## config.mk

```make
export PLATFORM = sky130hd
export DESIGN_NAME = char_motion_fsm
export DESIGN_NICKNAME = d
export VERILOG_FILES = /design/src/rtl/char_motion_fsm.sv
export SDC_FILE = /design/constraint.sdc
export NUM_CORES = 1
export LEC_CHECK = 0
export ABC_AREA = 1
export CORE_ASPECT_RATIO = 1.25
export CORE_MARGIN = 5
export CORE_UTILIZATION = 50
export DETAILED_ROUTE_END_ITERATION = 6
export GPL_ROUTABILITY_DRIVEN = 0
export PLACE_DENSITY = 0.86
export SLEW_MARGIN = 10
export SYNTH_ARGS = -nofsm -noshare
export SYNTH_HDL_FRONTEND = slang
export SYNTH_SLANG_ARGS = --single-unit
```

## constraint.sdc

```tcl
create_clock -name CLK -period 4.6 [get_ports CLK]
set_clock_uncertainty 0.1 [all_clocks]
set_input_delay 0.92 -clock CLK [delete_from_list [all_inputs] [get_ports CLK]]
set_output_delay 0.92 -clock CLK [all_outputs]
set_load 0.02 [all_outputs]
```

## src/rtl/char_motion_fsm.sv

```systemverilog
// char_motion_fsm: keyboard-driven walk/jump/fall controller for a sprite, updated once per video frame.
// Define CHAR_DOUBLE_JUMP_EN to allow one extra jump while airborne.
module char_motion_fsm #(
    parameter int POS_W = 10,
    parameter int VEL_W = 6,
    parameter int START_X = 320,
    parameter int START_Y = 240,
    parameter int X_MIN = 0,
    parameter int X_MAX = 639,
    parameter int WALK_SPEED = 1,
    parameter int JUMP_VEL = 8,
    parameter int GRAVITY = 1,
    parameter int MAX_FALL = 8,
    parameter logic [7:0] KEY_LEFT = 8'h04,
    parameter logic [7:0] KEY_RIGHT = 8'h07,
    parameter logic [7:0] KEY_JUMP = 8'h44
) (
    input  logic             CLK,
    input  logic             reset,
    input  logic             frame_tick,
    input  logic [7:0]       keycode0,
    input  logic [7:0]       keycode1,
    input  logic [POS_W-1:0] floor_y,
    input  logic [POS_W-1:0] char_size,
    output logic [POS_W-1:0] pos_x,
    output logic [POS_W-1:0] pos_y,
    output logic [VEL_W-1:0] vel_x,
    output logic [VEL_W-1:0] vel_y,
    output logic             facing_left,
    output logic             on_ground,
    output logic [2:0]       state_dbg
);
    localparam int SW = POS_W + 2;
    typedef logic signed [SW-1:0] sw_t;
    typedef enum logic [2:0] {RESTART = 3'd0, IDLE = 3'd1, WALK = 3'd2, RISE = 3'd3, FALL = 3'd4} state_t;
    localparam sw_t X_LO = sw_t'(X_MIN);
    localparam sw_t X_TOP = sw_t'(X_MAX + 1);
    localparam sw_t WS = sw_t'(WALK_SPEED);
    localparam sw_t G = sw_t'(GRAVITY);
    localparam sw_t MF = sw_t'(MAX_FALL);
    localparam logic [VEL_W-1:0] VJ = VEL_W'(-JUMP_VEL);

    state_t state;
    logic left, right, jump, jump_prev, jump_edge, go_l, go_r, hin, clamp, land, supported, air_jump;
    sw_t px, py, cs, fl, vy, x_hi, vx, nx, cx, rv, ry, fv_raw, fv, fy, ly;

    always_comb begin
        left = keycode0 == KEY_LEFT || keycode1 == KEY_LEFT;
        right = keycode0 == KEY_RIGHT || keycode1 == KEY_RIGHT;
        jump = keycode0 == KEY_JUMP || keycode1 == KEY_JUMP;
        go_l = left && !right;
        go_r = right && !left;
        hin = go_l || go_r;
        jump_edge = jump && !jump_prev;
        px = sw_t'({2'b00, pos_x});
        py = sw_t'({2'b00, pos_y});
        cs = sw_t'({2'b00, char_size});
        fl = sw_t'({2'b00, floor_y});
        vy = sw_t'(signed'(vel_y));
        x_hi = X_TOP - cs;
        vx = go_l ? -WS : go_r ? WS : '0;
        nx = px + vx;
        cx = nx < X_LO ? X_LO : nx > x_hi ? x_hi : nx;
        clamp = cx != nx;
        rv = vy + G;
        ry = py + rv;
        fv_raw = vy + G;
        fv = fv_raw > MF ? MF : fv_raw;
        fy = py + fv;
        land = fy + cs >= fl;
        ly = fl - cs;
        supported = py + cs >= fl;
    end

`ifdef CHAR_DOUBLE_JUMP_EN
    logic air_jump_avail;
    // Re-armed every frame spent on the ground; landing wins over a same-frame air jump.
    always_ff @(posedge CLK) begin
        if (reset) air_jump_avail <= 1'b0;
        else if (state == RESTART) air_jump_avail <= 1'b1;
        else if (frame_tick) begin
            if (state == IDLE || state == WALK || (state == FALL && land)) air_jump_avail <= 1'b1;
            else if (air_jump) air_jump_avail <= 1'b0;
        end
    end
    assign air_jump = jump_edge && air_jump_avail && (state == RISE || (state == FALL && !land));
`else
    assign air_jump = 1'b0;
`endif

    always_ff @(posedge CLK) begin
        if (reset) begin
            state <= RESTART;
            pos_x <= POS_W'(START_X);
            pos_y <= POS_W'(START_Y);
            vel_x <= '0;
            vel_y <= '0;
            facing_left <= 1'b0;
            on_ground <= 1'b0;
            jump_prev <= 1'b0;
        end else if (state == RESTART) begin
            state <= IDLE;
            on_ground <= 1'b1;
        end else if (frame_tick) begin
            jump_prev <= jump;
            pos_x <= POS_W'(cx);
            vel_x <= clamp ? '0 : VEL_W'(vx);
            if (!clamp && hin) facing_left <= go_l;
            case (state)
                IDLE, WALK: begin
                    if (jump_edge) begin
                        state <= RISE;
                        vel_y <= VJ;
                        on_ground <= 1'b0;
                    end else if (!supported) begin
                        state <= FALL;
                        vel_y <= '0;
                        on_ground <= 1'b0;
                    end else state <= hin ? WALK : IDLE;
                end
                RISE: begin
                    if (air_jump) vel_y <= VJ;
                    else if (ry[SW-1]) begin
                        pos_y <= '0;
                        vel_y <= '0;
                        state <= FALL;
                    end else begin
                        pos_y <= POS_W'(ry);
                        vel_y <= VEL_W'(rv);
                        if (!rv[SW-1]) state <= FALL;
                    end
                end
                FALL: begin
                    if (land) begin
                        pos_y <= POS_W'(ly);
                        vel_y <= '0;
                        state <= hin ? WALK : IDLE;
                        on_ground <= 1'b1;
                    end else if (air_jump) begin
                        vel_y <= VJ;
                        state <= RISE;
                    end else begin
                        pos_y <= POS_W'(fy);
                        vel_y <= VEL_W'(fv);
                    end
                end
                default: ;
            endcase
        end
    end

    assign state_dbg = state;
endmodule

```

==> results of run 1 <==
==> registers in the layout (all words and copies together), names as in the netlist <==
signal       count
pos_y           10
jump_prev        1
vel_x            2
on_ground        1
pos_x           10
state_dbg        3
vel_y            6
facing_left      1
==> worst max-delay path: cells and delay by family <==
family / cells / cell delay, ps
fa+ha+maj: 4 / 1200
compound gates: 3 / 540
simple gates: 17 / 2050
buf+inv: 6 / 730
xor+xnor: 1 / 230
==> per-stage QoR <==
stage | TNS (ps) | hold WS (ps)
after floorplan | -1730 | 368
after global placement | -17030 | 363
after detailed placement | -21290 | 372
after CTS | -9330 | 371
after global routing | -30000 | 423
final | -23980 | 420
==> final timing paths <==
kind                from     endpoint  slack, ps
max          keycode1[6]  facing_left      -1040
min          facing_left  facing_left        420
max reg2reg     vel_y[2]     pos_y[4]      -1020
min reg2reg  facing_left  facing_left        420
==> routing by layer <==
layer / wire length [um] / vias to the layer above
li1: - / 3700
met1: 9410 / 3948
met2: 13500 / 917
met3: 4220 / 409
met4: 3840 / 4
met5: 27 / -
==> final cells by class <==
class / count / area (um2) / area share, %
clock buffer: 5 / 125 / 1.32
clock inverter: 3 / 16.3 / 0.171
inverter: 148 / 563 / 5.92
multi-input combinational: 763 / 5670 / 59.6
sequential: 34 / 693 / 7.29
tap: 164 / 205 / 2.16
timing repair buffer: 263 / 2230 / 23.5
==> kinds of logic after synthesis <==
kind of cell	after synthesis	synth area share, %
DFF	34	11.3
AOI/OAI and AO/OA	186	17.1
adders and majority gates	105	22.5
xor gates and xnor gates	48	6.96
and+or+nand+nor	422	31.0
buffers and inverters	165	11.1
==> report_power, final <==
group | switching [mW] | leakage, nW | internal (mW)
clock network | 0.166 | 0.0672 | 0.199
logic | 1.10 | 4.44 | 0.836
registers | 0.0569 | 0.280 | 0.329
total | 1.32 | 4.79 | 1.36
==> Yosys cell counts (all sizes together) (2+ instances only) <==
| master | number |
|---|---|
| a211oi | 2 |
| a21o | 4 |
| a21oi | 99 |
| a31oi | 3 |
| buf | 12 |
| clkbuf | 5 |
| dfxtp | 34 |
| fa | 6 |
| ha | 99 |
| inv | 148 |
| nand2 | 238 |
| nand3 | 75 |
| nand3b | 2 |
| nand4 | 23 |
| nor2 | 66 |
| nor3 | 10 |
| nor4 | 4 |
| o211ai | 5 |
| o21ai | 56 |
| o21bai | 8 |
| o221ai | 2 |
| or2 | 3 |
| xnor2 | 12 |
| xor2 | 36 |
==> timing repair <==
action                                 in CTS  in global routing
hold buffers                                0                  0
cloned                                      2                  1
gates resized for setup                   108                118
setup endpoints to repair                  33                 33
buffers inserted                           29                 19
pin swaps                                  69                 91
endpoints found under the hold margin       0                  0
==> results.rst, run 1 <==
.. list-table::
   :header-rows: 1

   * - Metric
     - Value
   * - CP max stage cell
     - sky130_fd_sc_hd__fa_2
   * - Placeable core area
     - 12000 um2
   * - Setup Slack @ Placement
     - -1040 ps
   * - Total Routed Length
     - 31000 um
   * - Global-route met3 utilization
     - 5.95%
   * - Overall routing resource usage
     - 31.9%
   * - Minimum clock period
     - 5640 ps
   * - Max IR drop VDD
     - 0.160 mV
   * - Fin area
     - 9500 um2
   * - Worst setup SP type
     - primary input
   * - Slew of the pin with the lowest slew margin
     - 805 ps
   * - Post-route ant nets
     - 0
   * - Count of endpoints failing setup in the final report
     - 33
   * - Number of fill cells
     - 677
   * - Commonest non-fill, non-tap cell in the layout
     - sky130_fd_sc_hd__nand2_1
   * - Number of vias per cell
     - 6.51
   * - P per Cell Area
     - 282 nW/um2
   * - Port-buffer cells
     - 75
   * - Number of register bits inferred by synthesis
     - 34
   * - Leading cell types by total area after synthesis
     - sky130_fd_sc_hd__ha_1 (21%), sky130_fd_sc_hd__nand2_1 (14%), sky130_fd_sc_hd__dfxtp_1 (11%), sky130_fd_sc_hd__inv_1 (9.1%), sky130_fd_sc_hd__a21oi_1 (8.1%)
   * - Pin count of the biggest net entering global routing
     - 22
   * - Post-Place Cell Area
     - 8170 um2
   * - Synth Area per Inst
     - 6.29 um2
   * - Clock-pin slew on the worst setup and hold paths
     - 60 ps
   * - Max-slew violation total from the final report
     - 0
   * - Unrepaired setup endpoints after global routing
     - true
   * - Global routing met2 resource utilization
     - 55.0%
   * - DRC marker count from the first detailed-route iteration
     - 1403
   * - Share of the yosys chip area belonging to registers
     - 11.3%
   * - Share of layout cells above drive strength 1
     - 33.3%
   * - Starting utilization of the core area
     - 50.3%
   * - Yosys warning count
     - 0
   * - Later-pin clock latency in the skew report
     - 310 ps
   * - Synthesized netlist net count
     - 1104
   * - Synthesized instance count
     - 960
   * - Number of DRC violations after detailed routing
     - 25
   * - Distinct cell type count of the synthesized netlist
     - 43
   * - Number of buffers added by the clock tree synthesis step
     - 5
   * - Post-synth top area share
     - 20.5%
   * - Mapped cell area
     - 6040 um2
   * - Crit path largest cell delay
     - 410 ps
   * - Area of the die
     - 14400 um2
   * - EDFF count, synth
     - 0
   * - Die Width
     - 108 um
   * - Die Height
     - 133 um
   * - Crit path arrival time
     - 5700 ps
   * - H-tree depth reported by CTS
     - 2
   * - CP Capture Type
     - register
   * - Vias in the first global route
     - 8089
   * - Share of the core filled with cells
     - 79.2%
   * - Crit path max fanout
     - 6
   * - Status
     - finished, violations left
   * - Final Cycle Share
     - 123%
   * - GR Overflow Total
     - 0
   * - Violated checks
     - DRC, setup timing
   * - Clock tree from TritonCTS
     - done
   * - Nets
     - 1359
   * - Wire length of the first global-routing pass
     - 37300 um
   * - Least setup slack across all paths after layout
     - -1040 ps
   * - Worst EP required
     - 4660 ps
   * - Leading register cell type out of synthesis
     - sky130_fd_sc_hd__dfxtp_1
   * - Grt peak-use layer
     - met2
   * - Depth of the worst register-to-register path
     - 37
   * - Number of antenna violations at the first check in global routing
     - 2
   * - Final instance count without filler cells
     - 1380
   * - Area growth from synthesis to final layout
     - 57.4%
   * - Worst Hold Depth
     - 2
   * - Post-detailed-route wirelength per cell
     - 22.5 um
   * - Met1 Resource Use GR
     - 34.1%
   * - Detail Placement HPWL
     - 15700 um
   * - I/O pin count
     - 76
   * - Buffer cell driving the clock tree root
     - sky130_fd_sc_hd__clkbuf_16
   * - Commonest cells after routing, fill and taps aside
     - sky130_fd_sc_hd__nand2_1 (188), sky130_fd_sc_hd__buf_4 (173), sky130_fd_sc_hd__inv_1 (130), sky130_fd_sc_hd__ha_1 (78), sky130_fd_sc_hd__a21oi_1 (75)
   * - Post-layout power
     - 2.68 mW
   * - Number of endpoints with negative hold slack in the final report
     - 0
   * - N_diodes
     - 0
   * - CP most frequent cell
     - sky130_fd_sc_hd__nand2_1
   * - Site row count
     - 45
   * - Leading area contributor after synthesis
     - sky130_fd_sc_hd__ha_1
   * - Max Cap Viol
     - 0
   * - Via count
     - 8978
   * - Post-Place Cells
     - 1326
   * - Worst min-delay path category
     - reg2reg
   * - Worst Path Class, Setup
     - in2reg
   * - Remaining max-slew budget at the tightest pin
     - 46.2%
   * - Clock net sink count
     - 34
   * - DRT Pass-1 Iters
     - 7
   * - Async set-reset flop share out of synthesis
     - 0%
   * - Highest achievable clock rate
     - 177 MHz
   * - CTS Buffer Depth
     - 2
   * - Leakage power
     - 4.79 nW
No activity file was read; power rests on OpenSTA's default activity.
==> run 2, diff against run 1 <==
Settings changed: CORE_ASPECT_RATIO 1.25 to unset.
==> results.rst, run 2 (synthesized netlist as in run 1, its figures left out) <==
.. list-table::
   :header-rows: 1

   * - Metric
     - Value
   * - Die Height
     - 120 um (-9.8%)
   * - CP most frequent cell
     - sky130_fd_sc_hd__nand2_1
   * - Overall routing resource usage
     - 32.2% (+0.27 points)
   * - Worst setup SP type
     - register
   * - Capture endpoint of the worst hold path
     - facing_left
   * - DRT Pass-1 Iters
     - 6 (-1)
   * - P per Cell Area
     - 283 nW/um2 (about the same)
   * - Number of antenna violations at the first check in global routing
     - 0 (-2)
   * - Die Width
     - 120 um (+11%)
   * - Unrepaired setup endpoints after global routing
     - true
   * - Wire length of the first global-routing pass
     - 38100 um (+2.1%)
   * - Worst Hold Depth
     - 2 (unchanged)
   * - Worst flop-to-flop path startpoint
     - vel_y[3]
   * - Placeable core area
     - 11900 um2 (-0.68%)
   * - Worst min-delay path category
     - reg2reg
   * - Final Cycle Share
     - 120% (-2.5 points)
   * - Number of buffers added by the clock tree synthesis step
     - 5 (unchanged)
   * - Max Cap Viol
     - 0 (unchanged)
   * - Share of layout cells above drive strength 1
     - 35.8% (+2.5 points)
   * - H-tree depth reported by CTS
     - 2 (unchanged)
   * - Starting utilization of the core area
     - 50.7% (+0.34 points)
   * - CP Capture Type
     - register
   * - Leakage power
     - 4.91 nW (+2.5%)
   * - Clock network fraction of total power
     - 14.6% (+1.0 points)
   * - Violated checks
     - setup timing
   * - Design internal power
     - 1.43 mW (+4.9%)
   * - Clock net sink count
     - 34 (unchanged)
   * - Vias in the first global route
     - 8066 (-0.28%)
   * - Port-buffer cells
     - 75 (unchanged)
   * - Post-Place Cell Area
     - 8110 um2 (-0.69%)
   * - Minimum clock period
     - 5520 ps (-117 ps)
   * - Share of total power consumed by net switching
     - 48.0% (-1.2 points)
   * - Endpoint of the worst register-to-register path
     - pos_y[6]
   * - Max IR drop VDD
     - 0.228 mV (+42%)
   * - Max-slew violation total from the final report
     - 0 (unchanged)
   * - Least setup slack across all paths after layout
     - -919 ps (+117 ps)
   * - Buffer cell driving the clock tree root
     - sky130_fd_sc_hd__clkbuf_16
   * - Total net switching power
     - 1.32 mW (about the same)
   * - Detail Placement HPWL
     - 15700 um (about the same)
   * - Depth of the worst register-to-register path
     - 36 (-2.7%)
   * - Commonest cells after routing, fill and taps aside
     - sky130_fd_sc_hd__nand2_1 (181), sky130_fd_sc_hd__buf_4 (180), sky130_fd_sc_hd__inv_1 (127), sky130_fd_sc_hd__a21oi_1 (79), sky130_fd_sc_hd__ha_1 (73)
   * - GR Overflow Total
     - 0 (unchanged)
   * - Post-route ant nets
     - 0 (unchanged)
   * - Flop2flop setup slack
     - -920 ps (+100 ps)
   * - Crit path largest cell delay
     - 360 ps (-50 ps)
   * - Combinational share of power
     - 71.3% (-0.7 points)
   * - Count of endpoints failing setup in the final report
     - 31 (-6.1%)
   * - Area growth from synthesis to final layout
     - 61.2%
   * - DRC marker count from the first detailed-route iteration
     - 1407 (+0.29%)
   * - Post-detailed-route wirelength per cell
     - 21.5 um (-4.3%)
   * - CP max stage cell
     - sky130_fd_sc_hd__ha_1
   * - Area of the die
     - 14400 um2 (about the same)
   * - Largest delay share family, worst path
     - simple AND/OR/NAND/NOR gates
   * - Nets
     - 1368 (+0.66%)
   * - Hold Path Origin
     - facing_left
   * - Pin count of the biggest net entering global routing
     - 22 (unchanged)
   * - Number of endpoints with negative hold slack in the final report
     - 0 (unchanged)
   * - Sequential cell fraction of total power
     - 14.1% (-0.3 points)
   * - CTS Buffer Depth
     - 2 (unchanged)
   * - Remaining max-slew budget at the tightest pin
     - 47.3% (+1.1 points)
   * - Highest achievable clock rate
     - 181 MHz (+2.1%)
   * - Site row count
     - 40 (-11%)
   * - Slew of the pin with the lowest slew margin
     - 789 ps (-16.1 ps)
   * - Worst EP required
     - 4670 ps (about the same)
   * - Regs by FF count
     - pos_x (10), pos_y (10), vel_y (6)
   * - Total Routed Length
     - 29500 um (-4.8%)
   * - Later-pin clock latency in the skew report
     - 290 ps (-20 ps)
   * - Number of DRC violations after detailed routing
     - 0 (-100%)
   * - Clock-pin slew on the worst setup and hold paths
     - 70 ps (about the same)
   * - Via count
     - 8870 (-1.2%)
   * - Worst path bufs/invs
     - 7 (+1)
   * - Number of vias per cell
     - 6.47 (-0.63%)
   * - Fin area
     - 9730 um2 (+2.4%)
   * - Commonest non-fill, non-tap cell in the layout
     - sky130_fd_sc_hd__nand2_1
   * - Crit path max fanout
     - 6 (unchanged)
   * - Worst Path Class, Setup
     - reg2reg
   * - Fin Setup TNS
     - -19270 ps (+4710 ps)
   * - Post-layout power
     - 2.75 mW (+2.5%)
   * - Share of the core filled with cells
     - 81.7% (+2.5 points)
   * - I/O pin count
     - 76 (unchanged)
   * - N_diodes
     - 0 (unchanged)
   * - Status
     - finished, violations left
   * - Clock tree from TritonCTS
     - done
   * - Crit path arrival time
     - 5590 ps (-110 ps)
run 2: through the flow:
step                      std cells  worst slack [ps]  hold WS [ps]
after CTS                      1354              -360           394
after floorplan                 960              -122           368
after global routing           1372             -1130           412
final                          1372              -919           401
after detailed placement       1306             -1020           387
after global placement         1306              -770           380
run 2: worst max-delay path by stage:
stage / end / startpoint / cells past startpoint / slack (ps)
CTS: pos_y[0] / vel_y[0] / 37 / -360
global route: pos_y[6] / vel_y[3] / 37 / -1130
detailed placement: facing_left / keycode0[7] / 35 / -1020
global placement: facing_left / keycode0[7] / 31 / -770
floorplan: vel_y[0] / vel_y[0] / 35 / -120
finish: pos_y[6] / vel_y[3] / 36 / -920
run 2: repair_timing:
| action | CTS | global route |
|---|---|---|
| setup endpoints to repair | 33 | 33 |
| buffers inserted | 36 | 18 |
| hold buffers | 0 | 0 |
| gates cloned | 4 | 0 |
| resized for setup | 158 | 118 |
| pin swaps | 62 | 74 |
run 2: worst reg2reg max path: cells and delay by family, from the launching register on:
family	cells	cell delay (ps)
simple gates	16	1330
compound gates	7	1010
flops	1	340
buf+inv	7	950
xor+xnor	3	640
fa+ha+maj	3	1010
run 2: cell type report:
type                    instances  area [um2]
flip-flops and latches         34         691
repair buffers                271        2250
clock inverters                 1        30.0
clock buffers                   7         133
fillers                       594        2180
inverters                     148         566
multi-input cells             764        5880
well taps                     147         184
run 2: per-layer routing:
metal	track usage [%]	up-vias	part of all wire, %
met4	19.6	0	10
met5	0	-	0
met1	35.2	4033	34
met3	5.89	327	10
met2	57.6	787	46
li1	-	3723	-
run 2: power by group through the flow:
stage | clock [mW] | combinational (mW) | sequential, mW
5_1_grt | 0.409 | 2.06 | 0.388
3_5_place_dp | 0 | 1.35 | 0.385
6_report | 0.403 | 1.96 | 0.388
3_3_place_gp | 0 | 1.31 | 0.384
4_1_cts | 0.387 | 1.58 | 0.381
2_1_floorplan | 0 | 0.796 | 0.414
